`config.mk`:
```
export PLATFORM = sky130hd
export DESIGN_NAME = uart_tx_queue
export DESIGN_NICKNAME = d
export VERILOG_FILES = /design/src/rtl/uart_pkg.sv /design/src/rtl/uart_sync_fifo.sv /design/src/rtl/uart_tx_queue.sv
export SDC_FILE = /design/constraint.sdc
export NUM_CORES = 1
export LEC_CHECK = 0
export CELL_PAD_IN_SITES_DETAIL_PLACEMENT = 0
export CELL_PAD_IN_SITES_GLOBAL_PLACEMENT = 2
export CORE_MARGIN = 1.5
export CORE_UTILIZATION = 46
export CTS_CLUSTER_DIAMETER = 40
export DETAILED_ROUTE_END_ITERATION = 7
export PLACE_DENSITY = 0.85
export SYNTH_ARGS = -nofsm -noshare
export SYNTH_HDL_FRONTEND = slang
export SYNTH_SLANG_ARGS = --single-unit
export TNS_END_PERCENT = 5
```
`constraint.sdc`:
```
create_clock -name CLK -period 3.2 [get_ports CLK]
set_input_delay 0.64 -clock CLK [delete_from_list [all_inputs] [get_ports CLK]]
set_output_delay 0.64 -clock CLK [all_outputs]
set_load 0.005 [all_outputs]
```
`src/rtl/uart_pkg.sv`:
```
// uart_pkg: byte width and launch-sequencer state encoding shared by the UART TX queue.
package uart_pkg;
  localparam int BYTE_W = 8;

  typedef enum logic [2:0] {
    ST_IDLE      = 3'd0,
    ST_LAUNCH    = 3'd1,
    ST_WAIT_ACT  = 3'd2,
    ST_WAIT_DONE = 3'd3,
    ST_GUARD     = 3'd4
  } txq_state_e;
endpackage

```
`src/rtl/uart_sync_fifo.sv`:
```
// uart_sync_fifo: DEPTH x W byte queue with occupancy level, registered flags and registered pop data.
// With UART_TXQ_LEVEL_EN defined it also exports its level and a registered almost-full flag.
module uart_sync_fifo
  import uart_pkg::*;
#(
  parameter int DEPTH = 16,
  parameter int W     = BYTE_W,
`ifdef UART_TXQ_LEVEL_EN
  parameter int AFULL_LVL = 12,
`endif
  localparam int AW = $clog2(DEPTH)
) (
  input  logic         clk,
  input  logic         rst_n,
  input  logic         push,
  input  logic [W-1:0] push_data,
  input  logic         pop,
  output logic [W-1:0] pop_data,
  output logic         full,
  output logic         empty
`ifdef UART_TXQ_LEVEL_EN
  ,
  output logic [AW:0]  level,
  output logic         afull
`endif
);
  localparam logic [AW:0] LVL_FULL = (AW+1)'(DEPTH);
  localparam logic [AW:0] LVL_ONE  = (AW+1)'(1);

  logic [W-1:0]  mem [DEPTH];
  logic [AW-1:0] wr_ptr, rd_ptr;
  logic [AW:0]   lvl, lvl_nxt;
  logic          do_push, do_pop;

  // A push while full is dropped even if a pop frees a slot on the same edge.
  assign do_push = push && !full;
  assign do_pop  = pop && !empty;

  always_comb begin
    lvl_nxt = lvl;
    case ({do_push, do_pop})
      2'b10:   lvl_nxt = lvl + LVL_ONE;
      2'b01:   lvl_nxt = lvl - LVL_ONE;
      default: lvl_nxt = lvl;
    endcase
  end

  always_ff @(posedge clk)
    if (do_push) mem[wr_ptr] <= push_data;

  always_ff @(posedge clk or negedge rst_n) begin
    if (!rst_n) begin
      wr_ptr   <= '0;
      rd_ptr   <= '0;
      lvl      <= '0;
      full     <= 1'b0;
      empty    <= 1'b1;
      pop_data <= '0;
    end else begin
      if (do_push) wr_ptr <= wr_ptr + AW'(1);
      if (do_pop) begin
        rd_ptr   <= rd_ptr + AW'(1);
        pop_data <= mem[rd_ptr];
      end
      lvl   <= lvl_nxt;
      full  <= (lvl_nxt == LVL_FULL);
      empty <= (lvl_nxt == '0);
    end
  end

`ifdef UART_TXQ_LEVEL_EN
  localparam logic [AW:0] LVL_AF = (AW+1)'(AFULL_LVL);

  assign level = lvl;

  always_ff @(posedge clk or negedge rst_n) begin
    if (!rst_n) afull <= 1'b0;
    else        afull <= (lvl_nxt >= LVL_AF);
  end
`endif
endmodule

```
`src/rtl/uart_tx_queue.sv`:
```
// uart_tx_queue: host byte queue feeding UART_TX one frame at a time via 1-cycle launch pulses.
// Define UART_TXQ_LEVEL_EN to add the o_Level / o_Almost_Full occupancy outputs.
module uart_tx_queue
  import uart_pkg::*;
#(
  parameter int DEPTH     = 16,
  parameter int AFULL_LVL = 12,
  localparam int AW = $clog2(DEPTH)
) (
  input  logic              CLK,
  input  logic              RST_N,
  input  logic              i_Wr_DV,
  input  logic [BYTE_W-1:0] i_Wr_Byte,
  output logic              o_Wr_Ready,
  input  logic              i_Clr_Ovf,
  output logic              o_Overflow,
  output logic              o_Empty,
  output logic              o_TX_DV,
  output logic [BYTE_W-1:0] o_TX_Byte,
  input  logic              i_TX_Active,
  input  logic              i_TX_Done
`ifdef UART_TXQ_LEVEL_EN
  ,
  output logic [AW:0]       o_Level,
  output logic              o_Almost_Full
`endif
);
  if (DEPTH < 2 || (1 << AW) != DEPTH || AFULL_LVL > DEPTH) begin : g_bad_cfg
    $error("uart_tx_queue: DEPTH must be a power of two >= 2 and AFULL_LVL <= DEPTH");
  end

  txq_state_e state;
  logic       full, empty, pop;

  // The head is popped on the same edge that raises o_TX_DV, so o_TX_Byte is the fifo's pop register.
  assign pop        = (state == ST_IDLE) && !empty;
  assign o_Wr_Ready = !full;
  assign o_Empty    = empty;

  uart_sync_fifo #(
    .DEPTH(DEPTH),
`ifdef UART_TXQ_LEVEL_EN
    .AFULL_LVL(AFULL_LVL),
`endif
    .W(BYTE_W)
  ) u_fifo (
    .clk      (CLK),
    .rst_n    (RST_N),
    .push     (i_Wr_DV),
    .push_data(i_Wr_Byte),
    .pop      (pop),
    .pop_data (o_TX_Byte),
    .full     (full),
    .empty    (empty)
`ifdef UART_TXQ_LEVEL_EN
    ,
    .level    (o_Level),
    .afull    (o_Almost_Full)
`endif
  );

  always_ff @(posedge CLK or negedge RST_N) begin
    if (!RST_N) begin
      state   <= ST_IDLE;
      o_TX_DV <= 1'b0;
    end else begin
      case (state)
        ST_IDLE: begin
          if (!empty) begin
            o_TX_DV <= 1'b1;
            state   <= ST_LAUNCH;
          end
        end
        ST_LAUNCH: begin
          o_TX_DV <= 1'b0;
          state   <= ST_WAIT_ACT;
        end
        // A Done before any Active (very short frame) still closes the frame.
        ST_WAIT_ACT: begin
          if (i_TX_Done)        state <= ST_GUARD;
          else if (i_TX_Active) state <= ST_WAIT_DONE;
        end
        ST_WAIT_DONE: if (i_TX_Done) state <= ST_GUARD;
        ST_GUARD:     state <= ST_IDLE;
        default: begin
          o_TX_DV <= 1'b0;
          state   <= ST_IDLE;
        end
      endcase
    end
  end

  always_ff @(posedge CLK or negedge RST_N) begin
    if (!RST_N)                  o_Overflow <= 1'b0;
    else if (i_Wr_DV && full)    o_Overflow <= 1'b1;
    else if (i_Clr_Ovf)          o_Overflow <= 1'b0;
  end
endmodule

```
Word level (Yosys, flattened, before mapping)
Memories as Yosys holds them, arrays and structs flattened. A register that Yosys moved wholly into a read port is not among the register bits.
Cells that the tools add are included.
W data, S select, Z words.

storage, ports and cells
  bits in registers = 20
  bits in latches = 0
  memory bits (writable) = 128
  bits in read-only memories = 0
  input port bits = 14
  output and inout port bits = 12
  word-level logic and storage cells = 49
  memories kept = 1

cells by class
  $add $sub $neg = 4
  multipliers = 0
  divide/modulo/power cells = 0
  magnitude comparators = 0
  equal/unequal tests = 10
  shift operators = 0
  multiplexer cells = 12
  bitwise logic cells = 1
  reduce and logical (&&, ||, !) cells = 13

memories
  memory      depth  bits a word  rd ports  clocked after memory_dff  write ports  RTL line              text
  u_fifo.mem  16     8            1         1                         1            uart_sync_fifo.sv:30  logic [W-1:0] mem [DEPTH];

operators by type and width
  operator               count
  $mux W3                4
  $pmux W3 S4            1
  $pmux W5 S2            1
  $add A4 B1 Y4 const B  2
  $eq A3 B2 Y1 const B   2
  $add A5 B1 Y5 const B  1
  $eq A5 B5 Y1 const B   1
  $logic_not A5 Y1       1
  $mux W1                5
  $sub A5 B1 Y5 const B  1
  $logic_and A1 B1 Y1    4
  $ne A2 B2 Y1 const B   2
  $eq A3 B1 Y1 const B   1
  $eq A3 B3 Y1 const B   1
  $logic_not A1 Y1       3
  $logic_not A3 Y1       1
  $ne A3 B3 Y1 const B   1
  $reduce_and A3 Y1      1
  $reduce_or A3 Y1       1
  $eq A2 B1 Y1 const B   1
  $eq A2 B2 Y1 const B   1
  $pmux W1 S2            1
  $reduce_and A2 Y1      1
  $reduce_bool A2 Y1     1
  $not A1 Y1             1

Depth between registers and ports, before layout
  depth after elaboration = 6
  gate-level depth with buffers = 11
  depth with buffers taken out = 9

By module
Synthesis repeated with hierarchy kept, for this count alone.

unflattened totals
  cells, all modules = 337
  area total of the unflattened synthesis = 6318.6 um^2

by module, submodules not included
  module          times used  cells each  area each (um^2)  seq. area each (um^2)
  uart_sync_fifo  1           315         6108.4            4420.5
  uart_tx_queue   1           22          210.2             125.1

Least setup slack after synthesis
Ideal clock, no wire load.

  kind = flip-flop to flip-flop
  start point = reg state[2]
  end point = reg u_fifo.empty
  library setup time = 0.092 ns
  data arrival time = 2.638 ns
  data required time = 3.108 ns
  setup slack = 0.470 ns
  stages on the path, launching flop included = 12
  path buffers = 3
  clock period less this slack = 2.730 ns
  path through = dfrtp_1 -> or4_4 -> buf_6 -> inv_6 -> clkbuf_1 -> ha_1 -> clkbuf_1 -> nor3b_1 -> nand4_1 -> o311ai_1 -> o21bai_1 -> nor4bb_2

between the ends
  cells in the longest elaborated chain, start to end = 6
  elaborated cells between the ends (all ways) = 7
  classes of those cells = eq/ne: 2; mux: 1; reduce/logical: 4

ends and longest elaborated chain
  element                                       RTL line              text
  from (decl)                                   uart_tx_queue.sv:32   txq_state_e state;
  from (signal assigned)                        uart_tx_queue.sv:64   state <= ST_IDLE;
  from (signal assigned)                        uart_tx_queue.sv:71   state <= ST_LAUNCH;
  from (signal assigned)                        uart_tx_queue.sv:76   state <= ST_WAIT_ACT;
  $logic_not A3 Y1 *                            uart_tx_queue.sv:36   assign pop = (state == ST_IDLE) && !empty;
  $logic_and A1 B1 Y1 *                         uart_tx_queue.sv:36
  $logic_and A1 B1 Y1 *                         uart_sync_fifo.sv:37  assign do_pop = pop && !empty;
  $eq A2 B1 Y1 or $eq A2 B2 Y1 (tied branches)  uart_sync_fifo.sv:41  case ({do_push, do_pop})
  $pmux W5 S2 *                                 uart_sync_fifo.sv:41
  $logic_not A5 Y1 *                            uart_sync_fifo.sv:67  empty <= (lvl_nxt == '0);
  to (signal assigned)                          uart_sync_fifo.sv:67
  to (decl)                                     uart_sync_fifo.sv:20  output logic empty

Every way passes the cells marked *; elsewhere a longest branch is shown, timed or not.
A chain may end at the register's enable or synchronous reset.

Worst setup path in the final report
Same ends and word-level chain as after synthesis.

==> results.md <==
- The proportion of synthesized area in mux cells is about 14%.
- The mean instance size in the synthesized netlist is about 18 um2.
- The simple-gate area share of the yosys netlist is 7.02%.
- The run finished with clean final reports.
- The post-synthesis register bit count is approximately 160.
- The setup skew after layout is 7.57 ps.
- Setup repair after global routing left no endpoint under its margin.
- The first global-routing pass estimated 18700 um of wire.
- The height of the die is 121 um.
- After detailed routing, the average wire length per cell comes to 20.6 um.
- The busiest metal layer after global routing is met2.
- The vias per cell is 5.51.
- The HPWL after detailed placement is around 7500 um.
- In this run, post-CTS hold repair placed 0 buffers.
- The x dimension of the die is 121 um.
- For this run, the detailed router's first-pass iteration total came to 4.
- The clock network latency to the later pin of the worst-skew pair is 420 ps.
- Port buffering added 25 buffers.
- Before CTS, the worst setup slack after placement is 300 ps.
- The clock tree root buffer cell is clkbuf_16.
- The net count after synthesis is 368.
- The type of element capturing the critical path is a register.
- The setup TNS is 0 ps.
- The count of antenna-violating nets left after detailed routing is 0.
- The critical path goes through or4_4 > nor2_2 > xor2_1 > ha_1 > a21o_1 > a32o_1 > nand2_1 > a31o_2 > nor4bb_2.
- The worst slew margin relative to its limit is 57.4%.
- After synthesis, the largest family of logic cells by area is multiplexers.
- The CTS tree is yes.
- The total vias in the final route is 3126.
- The met1 demand-to-capacity share in global routing is 25.9%.
- The number of distinct library cells after synthesis is 46.
- In this design, the stage delay of the slowest critical-path cell is 680 ps.
- Timing would allow up to 362 MHz.
- The CTS buffer count is 17.
- At the end of routability-driven placement, the weighted congestion stood at 0.750.
- The total wire length after detailed routing is 11700 um.
- 0 antenna diodes ended up in the layout.
- Once the floorplan was initialized, standard cells occupied 47.7% of the core.
- For this design the ratio of total power to cell area is between 900 and 1000 nW/um2.
- The min-delay analysis places its worst path in the category register to register.
- The startpoint type of the worst setup path is a register.
- The static power due to leakage is 2.54 nW.
- The clock period minus worst slack is ~2800 ps.
- The H-tree generated during clock tree synthesis spans 4 levels.
- Dividing the final minimum period by the clock period gives 86.4%.
- At the pin with the least slew margin, the transition time is 638 ps.
- The largest net degree at the start of global routing is 36.
- In the layout the commonest cells are edfxtp_1 (128), mux4_2 (40), nand2_1 (39).
- The number of cells upsized or downsized after cts is 0.
- The number of synthesis warnings is 0.
- In the synthesized netlist, the number of instances is 346.
- The synthesized netlist devotes 1.24% of its cell area to XOR and XNOR gates.
- The number of top-level design ports is 26.
- The total overflow left after global routing is 0.
- The die covers 14500 um2.
- The number of sinks on the clock net is 156.
- The data arrival time at the worst-slack endpoint is between 3000 and 4000 ps.
- Fill cells in the final layout number 1052.
- The number of endpoints with negative hold slack in the final report came to 0.
- In this run the cell area of the synthesized design comes to 6360 um2.
- The compound-cell area share of the yosys netlist is 2.64%.
- The part of the Yosys area used for sequential elements is 71.4%.
- Setup violations remaining at the end of the flow were counted as 0.
- The worst path setup slack after routing is about 440 ps.
- The DRC violation total after the first TritonRoute iteration is 326.
- The net count reported at finish is 401.
- The top cell family by delay on the critical path is simple AND/OR/NAND/NOR gates.
- Clock-pin slew was measured on the worst setup and hold paths at 60 ps.
- The maximum ir drop on the vdd rail is 384 uV.
- For this run, design rule violations remaining after detail routing come to 0.
- In this run the worst path has a maximum fanout of 15.
- Of the cells placed in the final design, the portion with a size suffix greater than 1 is 21.5%.
- Max-cap violations in this run came to 0.
- The number of antenna violations at the first check in global routing is 0.
- On the critical path, the stage with the largest delay is an instance of or4_4.
- In the global route stage, met3 resource usage came out at 3.87%.
- The cell row count is 42.
- The adder-cell share of the synthesized area is 1.57%.
- The all-layer global routing usage is 18.0%.
- The number of max-slew violations in the final report is 0.
- The area overhead of the layout relative to synthesis is 15.8%.
- The clock passes through at most 2 buffers.
- The number of global-route vias before repair is 3203.
- Global routing used ~27% of the available met2 tracks.
- The critical path in this run is classified as register to register.
- The number of buffer and inverter stages on the critical path is 0.
- Buffers added to address setup during post-CTS repair amount to 0.
- Leaving out fill and tap cells, the most frequent cell in the layout is edfxtp_1.
- In this run the standard cell core region covers 13300 um2.
- At the worst endpoint, the required time is ~3500 ps.
-- cell usage after synthesis, drive strengths merged --
master | instances | area, um2
a32o | 1 | 10.0
edfxtp | 128 | 3840
ha | 8 | 100
nor4bb | 1 | 16.3
o211ai | 2 | 15.0
o21ai | 4 | 20.0
nor3 | 3 | 15.0
nor4 | 1 | 6.26
xor2 | 2 | 17.5
o31ai | 1 | 21.3
and4 | 1 | 8.76
xnor2 | 7 | 61.3
or3 | 1 | 6.26
nand3 | 1 | 5.00
a211oi | 1 | 7.51
inv | 7 | 31.3
a31o | 1 | 8.76
clkbuf | 10 | 37.5
clkinv | 1 | 3.75
and2 | 16 | 100
nand2b | 1 | 6.26
nor3b | 4 | 30.0
and3 | 1 | 6.26
nand4 | 4 | 25.0
buf | 7 | 38.8
nand2 | 39 | 146
mux2 | 1 | 11.3
a21oi | 7 | 38.8
a21o | 3 | 22.5
mux4 | 40 | 901
o311ai | 1 | 8.76
nor2 | 7 | 28.8
dfrtp | 27 | 676
or4 | 1 | 11.3
and2b | 1 | 7.51
dfstp | 1 | 26.3
a22oi | 1 | 7.51
nand3b | 2 | 27.5
o21bai | 1 | 7.51
-- power by group --
group | leakage, nW | total, mW | switching, mW | internal, mW
registers | 1.50 | 2.81 | 0.257 | 2.55
clock network | 0.272 | 1.90 | 0.758 | 1.14
logic | 0.772 | 2.17 | 1.08 | 1.09
-- layout make-up --
cell class | instances | area, um2 | share of cell area, %
clock buffer | 20 | 437 | 5.93
clock inverter | 11 | 118 | 1.60
inverter | 8 | 35.0 | 0.475
multi-input combinational | 165 | 1710 | 23.1
sequential | 156 | 4550 | 61.7
tap | 176 | 220 | 2.99
timing repair buffer | 31 | 308 | 4.18
-- tightest hold or removal path, delay by kind of cell (launching register included) --
family | cells | cell delay (ps)
simple gates | 2 | 100
flops | 1 | 340
-- sequential cells by signal (all words and copies together) (netlist names) --
name / cells
o_Overflow: 1
o_TX_DV: 1
state: 3
u_fifo.empty: 1
u_fifo.full: 1
u_fifo.lvl: 5
u_fifo.mem: 128
u_fifo.pop_data: 8
u_fifo.rd_ptr: 4
u_fifo.wr_ptr: 4
-- logic make-up (layout without fill, tap and decap cells) --
logic type	Yosys count	count (layout)
XOR/XNOR	9	9
multiplexers	41	41
AND/OR/NAND/NOR	84	84
flip-flops	156	156
adder cells (fa/ha/maj)	8	8
buffers and inverters	25	70
AO/OA/AOI/OAI	23	23
-- metrics by stage --
step	utilization [%]	area (um2)	hold slack (ps)	total power [mW]	cells
finish	55.2	7370	469	6.88	567
global route	55.2	7370	507	7.26	567
CTS	55.2	7370	476	6.97	567
detailed placement	51.1	6820	462	5.07	536
global placement	51.1	6820	461	5.02	536
floorplan	-	6360	344	4.36	346
-- final timing paths --
kind | cells after the start | endpoint | from | slack [ps]
worst min register to register | 2 | u_fifo.pop_data[2] | u_fifo.pop_data[2] | 470
max in group asynchronous | 2 | u_fifo.empty | RST_N | 2290
worst max register to register | 9 | u_fifo.empty | state[2] | 440
worst max-delay path | 9 | u_fifo.empty | state[2] | 440
min in group asynchronous | 2 | state[2] | RST_N | 590
worst min-delay path | 2 | u_fifo.pop_data[2] | u_fifo.pop_data[2] | 470
-- routing by layer --
metal,part of all wire (%),vias to the layer above
met1,45,1613
met4,1.2,0
met3,5.6,8
li1,-,1425
met2,48,80
met5,0,-
No activity file was read; power rests on OpenSTA's default activity.
